## config.mk

```make
export PLATFORM = sky130hd
export DESIGN_NAME = ex_stage_unit
export DESIGN_NICKNAME = d
export VERILOG_FILES = /design/src/rtl/ex_stage_unit.sv
export SDC_FILE = /design/constraint.sdc
export NUM_CORES = 2
export LEC_CHECK = 0
export CORE_MARGIN = 10
export CORE_UTILIZATION = 45
export CTS_CLUSTER_DIAMETER = 60
export DETAILED_ROUTE_END_ITERATION = 12
export HOLD_SLACK_MARGIN = 0.15
export PLACE_DENSITY = 0.65
export SYNTH_ARGS = -nofsm -noshare
export SYNTH_HDL_FRONTEND = slang
export SYNTH_SLANG_ARGS = --single-unit
```

## constraint.sdc

```tcl
create_clock -name clk -period 8.9 [get_ports clk]
set_input_delay 1.78 -clock clk [delete_from_list [all_inputs] [get_ports clk]]
set_output_delay 1.78 -clock clk [all_outputs]
set_load 0.1 [all_outputs]
```

## src/rtl/ex_stage_unit.sv

```systemverilog
// Execute stage: ALU with a multi-cycle multiply feeding a single-entry EX/MEM slot.
// Define EX_FWD_EN to add the combinational forwarding outputs (fwd_valid/fwd_reg/fwd_data).
module ex_stage_unit #(
    parameter int DW      = 32,
    parameter int RW      = 4,
    parameter int MUL_LAT = 4
) (
    input  logic          clk,
    input  logic          rst,
    input  logic          in_valid,
    output logic          in_ready,
    input  logic [DW-1:0] r1_i,
    input  logic [DW-1:0] r2_i,
    input  logic [DW-1:0] r3_i,
    input  logic [RW-1:0] dest_i,
    input  logic [2:0]    alu_op_i,
    input  logic          wmem_i,
    input  logic          rmem_i,
    input  logic          wreg_i,
    input  logic          imm_i,
    input  logic          flush,
    output logic          out_valid,
    input  logic          out_ready,
    output logic [DW-1:0] result_o,
    output logic [DW-1:0] store_o,
    output logic [RW-1:0] dest_o,
    output logic          wmem_o,
    output logic          rmem_o,
    output logic          wreg_o,
    output logic          busy_o
`ifdef EX_FWD_EN
    ,
    output logic          fwd_valid,
    output logic [RW-1:0] fwd_reg,
    output logic [DW-1:0] fwd_data
`endif
);

    localparam int CW = (MUL_LAT > 2) ? $clog2(MUL_LAT) : 1;
    localparam logic [2:0] OP_MUL = 3'b111;

    typedef enum logic {IDLE, MUL} state_t;

    // Handshake: a bundle transfers on in_valid && in_ready, the slot drains on
    // out_valid && out_ready; flush overrides both except rst.
    state_t        state;
    logic [CW-1:0] cnt;
    logic [DW-1:0] mul_a, mul_b, mul_store;
    logic [RW-1:0] mul_dest;
    logic          mul_wmem, mul_rmem, mul_wreg;

    logic [DW-1:0] opb, alu_res, mul_res;
    logic          slot_free, accept;

    assign slot_free = !out_valid || out_ready;
    assign in_ready  = (state == IDLE) && slot_free;
    assign accept    = in_valid && in_ready;
    assign opb       = imm_i ? {{(DW-16){1'b0}}, r3_i[15:0]} : r3_i;
    assign mul_res   = mul_a * mul_b;

    always_comb begin
        alu_res = '0;
        case (alu_op_i)
            3'b000:  alu_res = r2_i + opb;
            3'b001:  alu_res = r2_i - opb;
            3'b010:  alu_res = r2_i & opb;
            3'b011:  alu_res = r2_i | opb;
            3'b100:  alu_res = r2_i ^ opb;
            3'b101:  alu_res = r2_i << opb[4:0];
            3'b110:  alu_res = r2_i >> opb[4:0];
            default: alu_res = r2_i * opb;
        endcase
    end

    always_ff @(posedge clk or posedge rst) begin
        if (rst) begin
            state     <= IDLE;
            cnt       <= '0;
            busy_o    <= 1'b0;
            out_valid <= 1'b0;
            result_o  <= '0;
            store_o   <= '0;
            dest_o    <= '0;
            wmem_o    <= 1'b0;
            rmem_o    <= 1'b0;
            wreg_o    <= 1'b0;
            mul_a     <= '0;
            mul_b     <= '0;
            mul_store <= '0;
            mul_dest  <= '0;
            mul_wmem  <= 1'b0;
            mul_rmem  <= 1'b0;
            mul_wreg  <= 1'b0;
        end else if (flush) begin
            state     <= IDLE;
            cnt       <= '0;
            busy_o    <= 1'b0;
            out_valid <= 1'b0;
            wmem_o    <= 1'b0;
            rmem_o    <= 1'b0;
            wreg_o    <= 1'b0;
        end else begin
            // A drain with no load this edge empties the slot; loads below override.
            if (out_valid && out_ready)
                out_valid <= 1'b0;
            case (state)
                IDLE: begin
                    if (accept && alu_op_i == OP_MUL) begin
                        mul_a     <= r2_i;
                        mul_b     <= opb;
                        mul_store <= r1_i;
                        mul_dest  <= dest_i;
                        mul_wmem  <= wmem_i;
                        mul_rmem  <= rmem_i;
                        mul_wreg  <= wreg_i;
                        cnt       <= CW'(MUL_LAT - 1);
                        busy_o    <= 1'b1;
                        state     <= MUL;
                    end else if (accept) begin
                        result_o  <= alu_res;
                        store_o   <= r1_i;
                        dest_o    <= dest_i;
                        wmem_o    <= wmem_i;
                        rmem_o    <= rmem_i;
                        wreg_o    <= wreg_i;
                        out_valid <= 1'b1;
                    end
                end
                MUL: begin
                    if (cnt != '0) begin
                        cnt <= cnt - CW'(1);
                    end else if (slot_free) begin
                        result_o  <= mul_res;
                        store_o   <= mul_store;
                        dest_o    <= mul_dest;
                        wmem_o    <= mul_wmem;
                        rmem_o    <= mul_rmem;
                        wreg_o    <= mul_wreg;
                        out_valid <= 1'b1;
                        busy_o    <= 1'b0;
                        state     <= IDLE;
                    end
                end
                default: state <= IDLE;
            endcase
        end
    end

`ifdef EX_FWD_EN
    // Loads are excluded: their value only exists after the memory stage.
    assign fwd_valid = out_valid && wreg_o && !rmem_o;
    assign fwd_reg   = dest_o;
    assign fwd_data  = result_o;
`endif

endmodule

```

==> results.cfg <==
[yosys]
ys_seq_elements = 179
synth.top_cells.by_area = fa_1, dfrtp_1, ha_1, inv_1, nand2_1
synth_top_cell_by_area = fa_1
syn_area_per_cell_um2 = 8.78
synthFlopType = dfrtp_1
synth_area_um2 = 42200
synth_top_area_frac = 0.349
syn_inst = 4805
ys_async_sr_fraction = 1.00
synth_fp_nets = 5988
yosysUniqueCellTypes = 89
synth_edf_count = 0
ys_warn_count = 0
yosysSeqAreaShare = 0.106

[worst_hold_path]
hold_path.class = register to register

[clock_tree]
cts.sinks = 179
htreeDepth = 4
post_cts_resized = 0
clockBufferDepth = 2
cts_buffers = 17
clock_latency_ns = 0.50
clk_pin_slew_ns = 0.10
holdBufCountCts = 0
tritoncts = built
postCtsSetupBuffers = 0
cts-root-buf = clkbuf_16

[critical_path]
critPathLaunchType = input pin
worstRegToRegCells = 23
crit_required_ns = 9.24
arrival_ns = 8.86
reg2reg_setup_slack_ns = 0.85
crit_path_max_fanout = 4
crit_start = r2_i[9]
reg2reg_to = result_o[30]
critPathKind = input pin to register
cp-end-kind = register
critPathCapture = result_o[27]
reg2reg_from = mul_a[16]

[cells_and_area]
area_growth_pct = 11.6
final_cell_mix = inv_1, fa_1, nand2_1, nor2_1, ha_1
final_cell_count_no_fill = 6217
final_common_cell = inv_1
fillerInstances = 8966
drive_above_1_share = 0.0897
fin_nets = 6132

[detailed_routing]
dr.first_iter.drc_count = 3740
drtPass1Iterations = 7
drc = 0
ant_nets = 0
vias = 35800
postRouteWirelength_um = 166000
drt-vias-per-instance = 5.75
post_drt_wl_per_cell_um = 26.6

[global_routing]
gr-usage-all-layers = 0.309
grt_pass1_vias = 36500
grt_max_degree = 148
grt_first_pass_wirelength_um = 245000
grt_overflow_total = 0
antenna_found_initial = 6

[die]
die-area_um2 = 106000
die-width_um = 326
start_util = 0.453
die_h_um = 326
rows = 112
ios = 186
core_um2 = 93200

[sta]
min_period_over_period = 0.958
relSlewSlack = 0.208
hold-worst-slack_ns = 0.450
worst_slew_pin_slew_ns = 1.18
rsz0062_at_grt = false
clock_skew_ns = 0.0282
hold_viol_final = 0
finalSetupViolCount = 0
fin_tns_setup_ns = 0
period_minus_slack_ns = 8.52
timing.final.ws_setup_ns = 0.377
fmax_mhz = 117
maxSlewViolCount = 0

[place]
globalplace.congestion = 1.05
dp_cells = 6184
post-place-ws_ns = -0.0733
io_buffers = 185
hpwl_um = 135000

[outcome]
status = finished, final reports clean

[job]
drv_cap = 0
worst max-delay path, cell delays in order:
cell and delay [ns]:
clkdlybuf4s50_1 0.71, buf_4 0.20, ha_1 0.17, inv_1 0.06, fa_1 0.40, inv_1 0.09, fa_1 0.43, fa_1 0.52
inv_1 0.05, fa_1 0.48, inv_1 0.05, fa_1 0.50, fa_1 0.47, fa_1 0.54, fa_1 0.42, ha_1 0.33
a21o_1 0.19, a21o_1 0.18, a21oi_1 0.14, nor2_1 0.06, nor4_1 0.15, o21ai_0 0.14, or4_1 0.42, a21oi_1 0.17
buf_4 0.14, o31ai_1 0.07
registers in the layout (all words and copies together), names as in the netlist:
name       count
mul_store     32
rmem_o         1
state          1
mul_b         32
mul_a         32
result_o      32
mul_rmem       1
busy_o         1
mul_wmem       1
mul_dest       4
wmem_o         1
wreg_o         1
store_o       32
cnt            2
out_valid      1
dest_o         4
mul_wreg       1
worst min path at each step:
stage	endpoint	from	cells after the start
2_1_floorplan	cnt[0]	cnt[0]	1
3_3_place_gp	cnt[0]	cnt[0]	1
3_5_place_dp	cnt[0]	cnt[0]	1
4_1_cts	cnt[0]	cnt[0]	1
5_1_grt	cnt[0]	cnt[0]	1
6_report	cnt[0]	cnt[0]	1
logic make-up after synthesis:
| kind of cell | count (synthesis) | share of synthesized area |
|---|---|---|
| buf+inv | 1109 | 0.101 |
| simple gates | 1459 | 0.157 |
| flops | 179 | 0.106 |
| xor+xnor | 144 | 0.0299 |
| compound gates | 641 | 0.0956 |
| mux | 202 | 0.0623 |
| fa+ha+maj | 1071 | 0.448 |
through the flow:
stage	cell area (um2)	util
floorplan	42200	-
global placement	46500	0.499
detailed placement	46500	0.499
CTS	47100	0.505
global route	47100	0.505
finish	47100	0.505
routing by layer:
metal / wire length, um / global-route usage / up-vias / share of wire
li1: - / - / 15300 / -
met1: 67400 / 0.421 / 18100 / 0.41
met2: 73000 / 0.474 / 1928 / 0.44
met3: 16200 / 0.0594 / 385 / 0.098
met4: 9000 / 0.139 / 4 / 0.054
met5: 30 / 0 / - / 0.00018
cells in the mapped netlist, types with 20 or more instances:
library cell	count
a211oi_1	34
a21o_1	40
a21oi_1	152
a221oi_1	23
a31oi_1	20
and2_1	282
buf_1	39
buf_2	20
clkbuf_1	242
dfrtp_1	179
fa_1	735
ha_1	336
inv_1	778
mux2_2	64
mux2i_1	96
mux4_2	42
nand2_1	601
nand2b_1	32
nand3_1	25
nor2_1	415
nor3_1	27
o21ai_0	205
xnor2_1	114
xor2_1	30
final cells by class:
type / count / area [um2] / area share
timing repair buffer: 438 / 3940 / 0.0836
tap: 1254 / 1570 / 0.0333
sequential: 179 / 4480 / 0.0952
multi-input combinational: 3517 / 33500 / 0.711
clock buffer: 17 / 425 / 0.00903
antenna: 1 / 2.50 / 0.0000531
inverter: 796 / 2990 / 0.0635
clock inverter: 15 / 210 / 0.00446
Power is not shown: default switching activity piles up to over one toggle a cycle in this logic, so the estimate is an artifact.
